[src/rtl/mssd_param_demux.sv]
// Serial-to-multichannel demultiplexer: start, header (port, length), payload, stop.
// Define MSSD_PARITY_EN to add an even-parity bit (PAR state) between payload and stop.
module mssd_param_demux #(
  parameter int PN_W  = 2,
  parameter int LEN_W = 6
) (
  input  logic                 clk,
  input  logic                 rst,
  input  logic                 SerIn,
  output logic [PN_W-1:0]      pn,
  output logic [2**PN_W-1:0]   p,
  output logic                 out_valid,
  output logic                 busy,
  output logic                 frame_ok,
  output logic                 error
);

  localparam int NCH  = 2**PN_W;
  localparam int HW   = PN_W + LEN_W;
  localparam int HC_W = $clog2(HW + 1);

  typedef enum logic [2:0] {
    IDLE = 3'd0,
    HDR  = 3'd1,
    DATA = 3'd2,
    STOP = 3'd3,
    ERR  = 3'd4
`ifdef MSSD_PARITY_EN
    , PAR = 3'd5
`endif
  } state_t;

  state_t             r_state;
  state_t             w_stateNext;
  logic [HW-2:0]      r_hdr;
  logic [HC_W-1:0]    r_hcnt;
  logic [LEN_W-1:0]   r_dcnt;
  logic [PN_W-1:0]    r_pn;
  logic [HW-1:0]      w_hdrNext;
  logic [LEN_W-1:0]   w_lenCap;
  logic               w_hdrLast;
`ifdef MSSD_PARITY_EN
  logic               r_par;
`endif

  // Header arrives LSB first, so new bits enter at the top and the port field ends up at the bottom.
  assign w_hdrNext = {SerIn, r_hdr};
  assign w_lenCap  = w_hdrNext[HW-1:PN_W];
  assign w_hdrLast = (r_hcnt == HC_W'(HW - 1));
  assign pn        = r_pn;

  always_comb begin
    w_stateNext = r_state;
    out_valid   = 1'b0;
    frame_ok    = 1'b0;
    error       = 1'b0;
    busy        = (r_state != IDLE) && (r_state != ERR);
    case (r_state)
      IDLE: if (!SerIn) w_stateNext = HDR;
      HDR: begin
        if (w_hdrLast) begin
          if (w_lenCap != '0) w_stateNext = DATA;
`ifdef MSSD_PARITY_EN
          else w_stateNext = PAR;
`else
          else w_stateNext = STOP;
`endif
        end
      end
      DATA: begin
        out_valid = 1'b1;
`ifdef MSSD_PARITY_EN
        if (r_dcnt == LEN_W'(1)) w_stateNext = PAR;
`else
        if (r_dcnt == LEN_W'(1)) w_stateNext = STOP;
`endif
      end
`ifdef MSSD_PARITY_EN
      PAR: w_stateNext = (r_par ^ SerIn) ? ERR : STOP;
`endif
      STOP: begin
        frame_ok    = SerIn;
        w_stateNext = SerIn ? IDLE : ERR;
      end
      ERR: begin
        error = 1'b1;
        if (SerIn) w_stateNext = IDLE;
      end
      default: w_stateNext = IDLE;
    endcase
    p = out_valid ? (NCH'(SerIn) << r_pn) : '0;
  end

  // Counters are reloaded on entry to their state rather than wrapping.
  always_ff @(posedge clk or posedge rst) begin
    if (rst) begin
      r_state <= IDLE;
      r_hdr   <= '0;
      r_hcnt  <= '0;
      r_dcnt  <= '0;
      r_pn    <= '0;
`ifdef MSSD_PARITY_EN
      r_par   <= 1'b0;
`endif
    end else begin
      r_state <= w_stateNext;
      case (r_state)
        IDLE: begin
          r_hcnt <= '0;
`ifdef MSSD_PARITY_EN
          r_par  <= 1'b0;
`endif
        end
        HDR: begin
          r_hdr  <= w_hdrNext[HW-1:1];
          r_hcnt <= r_hcnt + HC_W'(1);
`ifdef MSSD_PARITY_EN
          r_par  <= r_par ^ SerIn;
`endif
          if (w_hdrLast) begin
            r_pn   <= w_hdrNext[PN_W-1:0];
            r_dcnt <= w_lenCap;
          end
        end
        DATA: begin
          r_dcnt <= r_dcnt - LEN_W'(1);
`ifdef MSSD_PARITY_EN
          r_par  <= r_par ^ SerIn;
`endif
        end
        default: ;
      endcase
    end
  end

endmodule

[config.mk]
export PLATFORM = sky130hd
export DESIGN_NAME = mssd_param_demux
export DESIGN_NICKNAME = d
export VERILOG_FILES = /design/src/rtl/mssd_param_demux.sv
export SDC_FILE = /design/constraint.sdc
export NUM_CORES = 1
export LEC_CHECK = 0
export ABC_CLOCK_PERIOD_IN_PS = 2000
export CORE_MARGIN = 1
export CORE_UTILIZATION = 30
export CTS_BUF_LIST = sky130_fd_sc_hd__clkbuf_16
export DETAILED_ROUTE_END_ITERATION = 16
export PLACE_DENSITY_LB_ADDON = 0.2
export RECOVER_POWER = 50
export SYNTH_ARGS = -nofsm -noshare
export SYNTH_HDL_FRONTEND = slang
export SYNTH_SLANG_ARGS = --single-unit
[constraint.sdc]
create_clock -name clk -period 2 [get_ports clk]
set_clock_uncertainty 0.15 [all_clocks]
set_input_delay 0.3 -clock clk [delete_from_list [all_inputs] [get_ports clk]]
set_output_delay 0.3 -clock clk [all_outputs]
set_load 0.01 [all_outputs]
## Yosys cells after proc, flatten, opt, wreduce, memory -nomap -nowiden

Cells that the tools add are included.

| storage, ports and cells | value |
|---|---|
| logic and storage cells | 42 |
| input port bits | 3 |
| output and inout port bits | 10 |
| flip-flop bits (word level) | 22 |

| operators by class | value |
|---|---|
| mux-type cells | 14 |
| equal/unequal tests | 11 |
| shifts and indexed selects | 1 |
| reduce and logical (&&, ||, !) cells | 9 |
| $add $sub $neg | 2 |

Operators by type and width:

| kind | number |
|---|---|
| $mux 3 | 5 |
| $pmux 3 s5 | 1 |
| $pmux 6 s2 | 1 |
| $ne 2x2->1 const B | 4 |
| $pmux 4 s2 | 1 |
| $eq 3x2->1 const B | 2 |
| $eq 6x1->1 const B | 1 |
| $mux 6 | 1 |
| $reduce_bool 6->1 | 1 |
| $sub 6x1->6 const B | 1 |
| $add 4x1->4 const B | 1 |
| $eq 4x3->1 const B | 1 |
| $mux 1 | 4 |
| $mux 4 | 1 |
| $reduce_and 2->1 | 2 |
| $reduce_and 4->1 | 1 |
| $reduce_bool 2->1 | 2 |
| $shl 1x2->4 | 1 |
| $eq 3x1->1 const B | 1 |
| $eq 3x3->1 const B | 1 |
| $logic_not 3->1 | 1 |
| $ne 3x3->1 const B | 1 |
| $reduce_bool 3->1 | 1 |
| $logic_and 1x1->1 | 1 |

## Longest topological paths before layout

| depth | value |
|---|---|
| word-level depth | 4 |
| depth in mapped cells | 6 |
| depth with buffers taken out | 5 |

## Worst setup path after synthesis

No wires, ideal clock.

| timing | value |
|---|---|
| kind | register to output |
| start point | reg r_state[1] |
| end point | out p[0] |
| cell stages (with the launch flop) | 6 |
| buffers on the path | 1 |
| slack | 0.173 ns |
| required time | 1.550 ns |
| arrival | 1.377 ns |
| path through | dfrtp_1 or3b_1 buf_2 inv_2 nand2_1 nor3_1 |

| on the way | value |
|---|---|
| word-level cells in the longest chain between the ends | 3 |

Ends and longest elaborated chain:

| element | RTL line | text |
|---|---|---|
| start, declared | 33 | `state_t r_state;` |
| start signal, assigned | 106 | `r_state <= w_stateNext;` |
| $eq 3x2->1 | 58 | `case (r_state)` |
| $mux 1 | 58 |  |
| net out_valid | 12 | `output logic out_valid,` |
| $mux 4 | 91 | `p = out_valid ? (NCH'(SerIn) << r_pn) : '0;` |
| end, declared | 11 | `output logic [2**PN_W-1:0] p,` |

The timed path passes the listed nets, and every way through them passes these cells.

## Final worst setup path

| timing | value |
|---|---|
| start point | reg r_state[0] |
| end point | out p[1] |

| on the way | value |
|---|---|
| word-level cells in the longest chain between the ends | 3 |

Ends and longest elaborated chain:

| element | RTL line |
|---|---|
| $eq 3x2->1 | 58 |
| $mux 1 | 58 |
| $mux 4 | 91 |

Every way passes these cells.

==> qor.csv <==
stage,metric,value,unit
status,status,"finished, final reports clean",
worst_setup_path,"Slowest-stage cell, CP",or3b_4,
yosys,top-count cell post-synth,dfrtp_1,
floorplanning,Initial Utilization,0.323,
clock_tree,CTS max path bufs,2,
yosys,leading post-synthesis cells by cell area,"dfrtp_1, mux2_2, nand2_1",
yosys,yosys warns,0,
worst_setup_path,cell family with most CP delay,simple AND/OR/NAND/NOR gates,
power_and_ir_drop,internal power component,1.29,mW
placed_design,dpl hpwl,1770,µm
placed_design,Placed Cells,177,
layout,Layout Cells excl Fill,181,
yosys,Synth top cells by count,"dfrtp_1, nand2_1, nor2_1",
drt,remaining antenna violation count,0,
yosys,"area leader, netlist",dfrtp_1,
placed_design,PortBufs,12,
clock_tree,H-tree depth,1,
yosys,register area share after synthesis,0.491,
worst_setup_path,worst path cell trace,or3b_4 > inv_2 > nand2_1 > nor3_2 > buf_2,
floorplanning,Die Y,63.1,µm
floorplanning,Site Rows,21,
sta,final worst path period need,1.91,ns
yosys,ys flop type,dfrtp_1,
yosys,mapped cell area,1120,µm²
yosys,Post-synth EDFFs,0,
yosys,synthesized area per cell,9.92,µm²
power_and_ir_drop,register share of total power,0.430,
layout,share of cells above drive strength 1,0.237,
clock_tree,CTS sink cnt,22,
power_and_ir_drop,clock share of power,0.216,
worst_setup_path,"Data required, critical path",1.55,ns
sta,final hold vios,0,
drt,Vias,907,
power_and_ir_drop,peak supply drop,725,µV
worst_setup_path,Worst Path Arrival,1.46,ns
power_and_ir_drop,combinational share of power,0.354,
drt,initial detailed-routing violation count,15,
sta,Slew Limit Fails,0,
global_routing,vias in the first global route,920,
global_routing,largest net degree at the start of global routing,23,
global_routing,Overall Global Routing Usage,0.134,
clock_tree,Skew-Pair Late Insertion Delay,0.25,ns
sta,Final setup viols,0,
run,number of max-cap violations,0,
clock_tree,clock slew at reported path FFs,0.06,ns
yosys,asr flop ratio synth,1.00,
power_and_ir_drop,leakage,0.657,nW
power_and_ir_drop,sw power,664,µW
floorplanning,Die W,63.1,µm
worst_setup_path,crit path launch type,flip-flop,
layout,area grow syn2layout,25.1,%
drt,Vias/cell,5.01,
sta,Slew headroom,0.189,
placed_design,GP Congestion,0.770,
worst_setup_path,Crit path largest cell delay,0.40,ns
layout,Filler Cells Inserted,365,
drt,DR pass1 iterations,4,
worst_setup_path,Crit. End Element,primary output,
yosys,register bit total from synthesis,22,
sta,fmax,0.522,GHz
min_path,worst hold-check path type,flip-flop to flip-flop,
floorplanning,I/O pin total,13,
layout,# diodes,0,
global_routing,grt ovf,0,
worst_setup_path,CP Max Fanout,3,
worst_setup_path,Buf/Inv on CP,2,
yosys,post-synth top area share,0.491,
power_and_ir_drop,pwr/cell area,1390,nW/µm²
global_routing,first-pass GRT wire length,4170,µm
clock_tree,CTS tree,built,
clock_tree,CTS buffer count,3,
drt,total wire length,2380,µm
sta,fin crit share,0.957,
worst_setup_path,crit path kind,flip-flop to primary output,
drt,routed len/inst,13.2,µm
sta,Fin Setup TNS,0,ns
layout,Total Nets Final,142,
drt,# DRC,0,
floorplanning,Die ar.,3990,µm²
yosys,Gate Count Post-Synth,113,
sta,slew of the pin with the lowest slew margin,1.22,ns
sta,RSZ-0062 raised after global routing,yes,
global_routing,initial antenna violation count,0,
sta,hold_ws,0.349,ns
yosys,library cells used by synthesis,37,
yosys,Synthesized Nets,119,
clock_tree,Root Buffer Master,clkbuf_16,
floorplanning,core area,3470,µm²
power_and_ir_drop,Sw Ratio,0.340,
==> through the flow <==
| step | setup WS [ns] | instance area, µm² | power [mW] | utilization |
|---|---|---|---|---|
| 6_report | 0.0855 | 1400 | 1.96 | 0.404 |
| 5_1_grt | -0.0142 | 1400 | 2.10 | 0.404 |
| 4_1_cts | 0.00411 | 1420 | 1.98 | 0.409 |
| 3_5_place_dp | -0.0983 | 1350 | 1.55 | 0.390 |
| 2_1_floorplan | 0.173 | 1120 | 1.31 | - |
| 3_3_place_gp | -0.0562 | 1350 | 1.53 | 0.390 |
==> power groups by stage <==
stage | Sequential [mW] | Clock [mW] | Combinational, mW
2_1_floorplan | 0.794 | 0 | 0.518
3_3_place_gp | 0.831 | 0 | 0.695
3_5_place_dp | 0.839 | 0 | 0.709
4_1_cts | 0.835 | 0.437 | 0.704
5_1_grt | 0.866 | 0.456 | 0.776
6_report | 0.841 | 0.423 | 0.692
==> cells in the final DEF, fill, tap and decap left out, types with 2 or more instances in the layout <==
master	n
buf_4	10
mux2_2	8
nand2_1	12
clkdlybuf4s50_1	4
nor2_1	9
dfrtp_1	22
ha_1	3
buf_2	4
nor3_2	2
nor3_1	3
dlygate4sd2_1	2
nand2b_1	2
a22o_1	2
o211ai_1	2
nand3_1	6
o21ai_1	2
a21oi_1	2
o21ai_0	6
clkbuf_16	3
clkbuf_2	2
inv_1	7
==> sequential cells by signal, summed over array words and instances (netlist names) <==
register,cells
r_state,3
r_hdr,7
r_hcnt,4
pn,2
r_dcnt,6
==> logic make-up (layout without fill, tap and decap cells) <==
logic type,Yosys count,after routing,share of synthesized area
muxes,9,9,0.0893
adders and majority gates,3,3,0.0335
and+or+nand+nor,44,44,0.195
buffers and inverters,13,35,0.0536
xor gates and xnor gates,1,1,0.00781
AOI/OAI and AO/OA,21,21,0.129
DFF,22,22,0.491
==> worst min-delay path: cells and delay by family, from the launching register on <==
| kind | cells | cell delay [ns] |
|---|---|---|
| flops | 1 | 0.37 |
| simple gates | 2 | 0.10 |
==> metal layers <==
metal,global-route usage,routed length [µm]
met5,0,0
met3,0.0380,49
met2,0.243,1210
met4,0.0262,20
met1,0.156,1100
==> what timing repair did <==
action	4_1_cts	5_1_grt
endpoints found under the setup margin	8	5
setup buffers	0	0
hold endpoints to repair	0	0
resized for setup	19	8
hold buffers	0	0
pin swaps	0	0
==> final cells by class <==
| type | count | area (µm²) | area share |
|---|---|---|---|
| Sequential cell | 22 | 551 | 0.393 |
| Timing Repair Buffer | 23 | 166 | 0.119 |
| Tap cell | 46 | 57.6 | 0.0410 |
| Inverter | 8 | 30.0 | 0.0214 |
| Multi-Input combinational cell | 78 | 519 | 0.370 |
| Clock inverter | 1 | 3.75 | 0.00268 |
| Clock buffer | 3 | 75.1 | 0.0535 |
==> worst paths after layout <==
check,slack (ns),endpoint,from,cells past startpoint
max,0.09,p[1],r_state[0],5
min in group asynchronous,0.59,r_dcnt[0],rst,3
min,0.35,pn[1],r_hdr[1],2
max in group asynchronous,0.39,r_hdr[0],rst,3
max reg2reg,0.09,r_dcnt[3],r_state[1],5
min reg2reg,0.35,pn[1],r_hdr[1],2
Note: power is estimated with default switching activity, not from simulation.
